--- config.mk ---
export PLATFORM = sky130hd
export DESIGN_NAME = gcd_result_queue
export DESIGN_NICKNAME = d
export VERILOG_FILES = /design/src/rtl/gcd_pkg.sv /design/src/rtl/gcd_fifo_mem.sv /design/src/rtl/gcd_result_queue.sv
export SDC_FILE = /design/constraint.sdc
export NUM_CORES = 1
export LEC_CHECK = 0
export BUFFER_PORTS_ARGS = -buffer_cell sky130_fd_sc_hd__buf_2
export CORE_MARGIN = 2
export CORE_UTILIZATION = 56
export CTS_BUF_LIST = sky130_fd_sc_hd__clkbuf_4 sky130_fd_sc_hd__clkbuf_8 sky130_fd_sc_hd__clkbuf_16
export DETAILED_ROUTE_END_ITERATION = 16
export MAX_ROUTING_LAYER = met4
export PLACE_DENSITY = 0.78
export SLEW_MARGIN = 20
export SYNTH_ARGS = -nofsm -noshare
export SYNTH_HDL_FRONTEND = slang
export SYNTH_SLANG_ARGS = --single-unit
--- constraint.sdc ---
create_clock -name clk -period 6.7 [get_ports clk]
set_input_delay 0.67 -clock clk [delete_from_list [all_inputs] [get_ports clk]]
set_output_delay 0.67 -clock clk [all_outputs]
set_load 0.05 [all_outputs]
--- src/rtl/gcd_pkg.sv ---
// Shared types and sizing helpers for the gcd result path.
package gcd_pkg;

  localparam int unsigned GCD_W     = 16;
  localparam int unsigned GCD_TAG_W = 8;

  // One queued result as seen by the consumer.
  typedef struct packed {
    logic [GCD_W-1:0]     data;
    logic [GCD_TAG_W-1:0] tag;
  } gcd_result_t;

  // Occupancy counters must hold 0..depth inclusive.
  function automatic int unsigned level_w(input int unsigned depth);
    return $clog2(depth) + 1;
  endfunction

  localparam int unsigned GCD_DEPTH   = 4;
  localparam int unsigned GCD_LEVEL_W = level_w(GCD_DEPTH);

endpackage

--- src/rtl/gcd_fifo_mem.sv ---
// Storage array for the gcd result queue: one synchronous write port and
// one asynchronous read port. Contents are intentionally not reset.
module gcd_fifo_mem #(
  parameter int unsigned DEPTH   = 4,
  parameter int unsigned ENTRY_W = 24
) (
  input  logic                     clk,
  input  logic                     wr_en,
  input  logic [$clog2(DEPTH)-1:0] wr_addr,
  input  logic [ENTRY_W-1:0]       wr_data,
  input  logic [$clog2(DEPTH)-1:0] rd_addr,
  output logic [ENTRY_W-1:0]       rd_data
);

  logic [ENTRY_W-1:0] mem [DEPTH];

  // Write the incoming entry at the write pointer.
  always_ff @(posedge clk) begin
    if (wr_en) begin
      mem[wr_addr] <= wr_data;
    end
  end

  assign rd_data = mem[rd_addr];

endmodule

--- src/rtl/gcd_result_queue.sv ---
// Val/rdy result FIFO downstream of gcd. Tags every accepted result with a
// wrapping sequence number and reports occupancy and accepted count.
// Optional statistics (max_level, stall_cycles) when GCD_RESULT_QUEUE_STATS_EN
// is defined.
module gcd_result_queue
  import gcd_pkg::*;
#(
  parameter int unsigned W     = GCD_W,
  parameter int unsigned DEPTH = 4,
  parameter int unsigned TAG_W = GCD_TAG_W
) (
  input  logic                      clk,
  input  logic                      reset_n,
  input  logic [W-1:0]              result_bits_data,
  input  logic                      result_val,
  output logic                      result_rdy,
  output logic [W-1:0]              sink_bits_data,
  output logic [TAG_W-1:0]          sink_bits_tag,
  output logic                      sink_val,
  input  logic                      sink_rdy,
  output logic [level_w(DEPTH)-1:0] level,
`ifdef GCD_RESULT_QUEUE_STATS_EN
  output logic [level_w(DEPTH)-1:0] max_level,
  output logic [15:0]               stall_cycles,
`endif
  output logic [15:0]               total_count
);

  localparam int unsigned PTR_W = $clog2(DEPTH);
  localparam int unsigned LVL_W = level_w(DEPTH);
  localparam int unsigned E_W   = W + TAG_W;
  localparam logic [LVL_W-1:0] FULL = LVL_W'(DEPTH);

  logic [PTR_W-1:0] wr_ptr;
  logic [PTR_W-1:0] rd_ptr;
  logic [TAG_W-1:0] tag_ctr;
  logic [E_W-1:0]   rd_entry;
  logic             push;
  logic             pop;

  assign result_rdy = (level != FULL);
  assign sink_val   = (level != '0);
  assign push       = result_val && result_rdy;
  assign pop        = sink_val && sink_rdy;
  assign {sink_bits_data, sink_bits_tag} = rd_entry;

  gcd_fifo_mem #(
    .DEPTH   (DEPTH),
    .ENTRY_W (E_W)
  ) u_mem (
    .clk     (clk),
    .wr_en   (push),
    .wr_addr (wr_ptr),
    .wr_data ({result_bits_data, tag_ctr}),
    .rd_addr (rd_ptr),
    .rd_data (rd_entry)
  );

  // Pointers, occupancy, sequence tag and accepted-count bookkeeping.
  always_ff @(posedge clk or negedge reset_n) begin
    if (!reset_n) begin
      wr_ptr      <= '0;
      rd_ptr      <= '0;
      level       <= '0;
      tag_ctr     <= '0;
      total_count <= '0;
    end else begin
      if (push) begin
        wr_ptr      <= wr_ptr + PTR_W'(1);
        tag_ctr     <= tag_ctr + TAG_W'(1);
        total_count <= total_count + 16'd1;
      end
      if (pop) begin
        rd_ptr <= rd_ptr + PTR_W'(1);
      end
      case ({push, pop})
        2'b10:   level <= level + LVL_W'(1);
        2'b01:   level <= level - LVL_W'(1);
        default: level <= level;
      endcase
    end
  end

`ifdef GCD_RESULT_QUEUE_STATS_EN
  logic [LVL_W-1:0] level_next;

  // Occupancy after this edge, so the high-water mark tracks level exactly.
  always_comb begin
    level_next = level;
    if (push && !pop) level_next = level + LVL_W'(1);
    if (pop && !push) level_next = level - LVL_W'(1);
  end

  // High-water mark and saturating count of cycles gcd was held off.
  always_ff @(posedge clk or negedge reset_n) begin
    if (!reset_n) begin
      max_level    <= '0;
      stall_cycles <= '0;
    end else begin
      if (level_next > max_level) begin
        max_level <= level_next;
      end
      if (result_val && !result_rdy && (stall_cycles != '1)) begin
        stall_cycles <= stall_cycles + 16'd1;
      end
    end
  end
`endif

endmodule
==> flow_summary.json <==
{
  "finalHoldViolCount": 0,
  "critPathKind": "reg -> out",
  "cts_setup_buffers": 0,
  "fin_nets": 353,
  "fill_cells": 527,
  "syn_area_per_cell_um2": 19.90,
  "startpoint_type": "flip-flop",
  "drv_slew": 0,
  "ios": 65,
  "fmax_ghz": 0.3358,
  "grt_pass1_vias": 2599,
  "ys_seq_elements": 127,
  "setup_viol": 0,
  "die-area_um2": 9579,
  "p_clk_share_pct": 30.4,
  "antenna_found_initial": 0,
  "r2r_end": "u_mem.mem[1][6]",
  "synth_cells": 248,
  "cap_viol_max_count": 0,
  "drtPass1Iterations": 5,
  "coreArea_um2": 8636,
  "die_w_um": 97.87,
  "grtUsageMet3_pct": 6.013,
  "gp_congestion": 0.7463,
  "rrSetupSlack_ps": 4340,
  "io_buffers": 64,
  "period_share_pct": 44.45,
  "clock_latency_ps": 510,
  "drive_above_1_share_pct": 38.76,
  "period_needed_ps": 2978,
  "grt_start_max_net_pins": 32,
  "vdd_drop_max_uv": 491.3,
  "syn_area_um2": 4935,
  "stdcell_area_um2": 6021,
  "synth_top_area_cell": "edfxtp_1",
  "grtUsageMet2_pct": 31.24,
  "p_per_area_nw_per_um2": 551.8,
  "ys_types": 29,
  "comb_power_share_pct": 31.5,
  "htree_levels": 4,
  "post_cts_resized": 0,
  "grtUsageMet1_pct": 23.79,
  "crit_required_ps": 6030,
  "rows": 34,
  "clockRootBuffer": "clkbuf_8",
  "drcViolationCount": 0,
  "grtUsageTotal_pct": 19.39,
  "final_cells": 446,
  "fin_worst_skew_ps": 7.871,
  "drt_iter0_markers": 121,
  "cts.sink_count": 127,
  "p_leak_nw": 2.295,
  "worstMarginPinSlew_ps": 879.3,
  "status": "complete, no violations",
  "die_y_um": 97.87,
  "clockBufferDepth": 2,
  "grt_remaining_overflow": 0,
  "seqPwrFrac_pct": 38.2,
  "p_sw_mw": 1.231,
  "tns_ps": 0,
  "cts_inserted_buffers": 17,
  "crit_end": "sink_bits_tag[2]",
  "place_area_um2": 5359,
  "hpwl_mm": 4.567,
  "num_vias": 2516,
  "total_power_mw": 3.322,
  "wl_per_cell_um": 18.67,
  "r2r-start": "level[2]",
  "clk_pin_slew_worst_paths_ps": 60,
  "via_per_inst": 5.641,
  "netSwitchingFraction_pct": 37.05,
  "crit_start": "rd_ptr[0]",
  "endpoint_kind": "output pin",
  "reg2regPathDepth": 3,
  "grt.busiest_layer": "met2",
  "slew_headroom_pct": 41.38,
  "synth_top_area_share_pct": 58.42,
  "hold_buffers": 0,
  "synthTopCellsByArea": "edfxtp_1 58%, dfrtp_1 16%, mux4_2 11%, xnor2_1 3.4%, ha_1 1.8%",
  "syn2layout_area_growth_pct": 22.01,
  "yosysWarnings": 0,
  "cts_tree": "yes",
  "wl_mm": 8.326,
  "internal_power_mw": 2.091,
  "ys_seq_area_share_pct": 74.14,
  "hp-class": "in -> async",
  "drtAntennaViolNets": 0,
  "grt_pass1_wl_mm": 13.50,
  "utilization_pct": 69.72,
  "synth.net_count": 276,
  "worstPathArrival_ps": 2310,
  "path_max_fanout": 26,
  "diodes": 0,
  "rsz0062_at_grt": "no",
  "initial_core_util_pct": 57.14,
  "placed_cells_incl_taps": 414
}
layout by cell type, fill, tap and decap left out, drive strengths merged:
master / synthesis / final
clkinvlp: 0 / 3
and3: 1 / 1
buf: 7 / 66
nor4: 3 / 3
edfxtp: 96 / 96
nand3: 6 / 6
nor3: 2 / 2
nor2b: 1 / 1
clkinv: 0 / 4
o21ai: 1 / 1
nand4: 11 / 11
or3: 1 / 1
clkbuf: 1 / 18
inv: 7 / 8
nor3b: 1 / 1
dfrtp: 31 / 31
bufinv: 0 / 6
xnor2: 19 / 19
xor2: 9 / 9
mux2i: 1 / 1
ha: 7 / 7
mux4: 24 / 24
nor2: 1 / 1
mux2: 2 / 2
fa: 1 / 1
and2: 6 / 6
and4: 2 / 2
nand2: 7 / 7
cell type report:
class	count	area [um2]	area share, %
Sequential cell	127	3661	60.81
Clock buffer	18	421.7	7.003
Inverter	7	26.28	0.4364
Clock inverter	14	239.0	3.969
Multi-Input combinational cell	106	1202	19.97
Tap cell	108	135.1	2.244
Timing Repair Buffer	66	335.3	5.569
power by group through the flow:
stage | registers [mW] | logic [mW] | clock network (mW)
after global routing | 1.30 | 1.10 | 1.06
final | 1.27 | 1.05 | 1.01
after detailed placement | 1.28 | 1.05 | 0
after floorplan | 1.26 | 0.826 | 0
after CTS | 1.27 | 1.06 | 1.02
after global placement | 1.26 | 1.04 | 0
cells by family after synthesis:
logic type,Yosys count,synth area share (%)
AO/OA/AOI/OAI,1,0.1013
XOR/XNOR,28,4.970
adder cells (fa/ha/maj),8,2.180
buffers and inverters,15,1.547
flip-flops,127,74.14
multiplexers,27,11.69
AND/OR/NAND/NOR,42,5.376
state kept, by name, indices dropped and copies added, names as in the netlist:
signal and cells:
total_count 16, u_mem.mem 96, rd_ptr 2, wr_ptr 2, tag_ctr 8, level 3
per-layer routing:
metal | vias to the layer above | part of all wire, %
met5 | - | 0
met4 | 0 | 1.0
met3 | 11 | 4.8
met2 | 72 | 53
met1 | 1308 | 41
li1 | 1125 | -
worst min-delay path by stage:
stage | endpoint | cells past startpoint | slack (ps) | from
6_report | total_count[8] | 1 | 200 | reset_n
5_1_grt | total_count[8] | 1 | 240 | reset_n
4_1_cts | total_count[10] | 1 | 210 | reset_n
3_5_place_dp | total_count[15] | 1 | 460 | total_count[15]
3_3_place_gp | total_count[15] | 1 | 460 | total_count[15]
2_1_floorplan | level[0] | 0 | 370 | reset_n
critical path: stages, from the launching register on:
cell	delay, ps
dfrtp_2	940
mux4_2	620
buf_2	230
stage by stage:
stage          hold WS (ps)  setup WS (ps)
3_3_place_gp          457.1           3780
4_1_cts               213.0           3637
3_5_place_dp          457.4           4151
6_report              198.3           3722
2_1_floorplan         374.4           4202
5_1_grt               242.9           3541
synth_stat cells:
| cell type | number |
|---|---|
| nor3b_4 | 1 |
| dfrtp_1 | 31 |
| mux4_2 | 24 |
| buf_2 | 4 |
| and3_1 | 1 |
| nand4_1 | 11 |
| nor4_2 | 2 |
| edfxtp_1 | 96 |
| nand3_1 | 6 |
| and2_1 | 6 |
| nor4_1 | 1 |
| buf_6 | 1 |
| ha_1 | 7 |
| buf_4 | 2 |
| fa_1 | 1 |
| nand2_1 | 7 |
| nor2b_2 | 1 |
| or3_1 | 1 |
| xnor2_1 | 19 |
| and4_1 | 2 |
| nor2_1 | 1 |
| clkbuf_1 | 1 |
| mux2i_1 | 1 |
| o21ai_1 | 1 |
| nor3_1 | 2 |
| xor2_1 | 9 |
| mux2_4 | 1 |
| inv_1 | 7 |
| mux2_1 | 1 |
No activity file was read; power rests on OpenSTA's default activity.
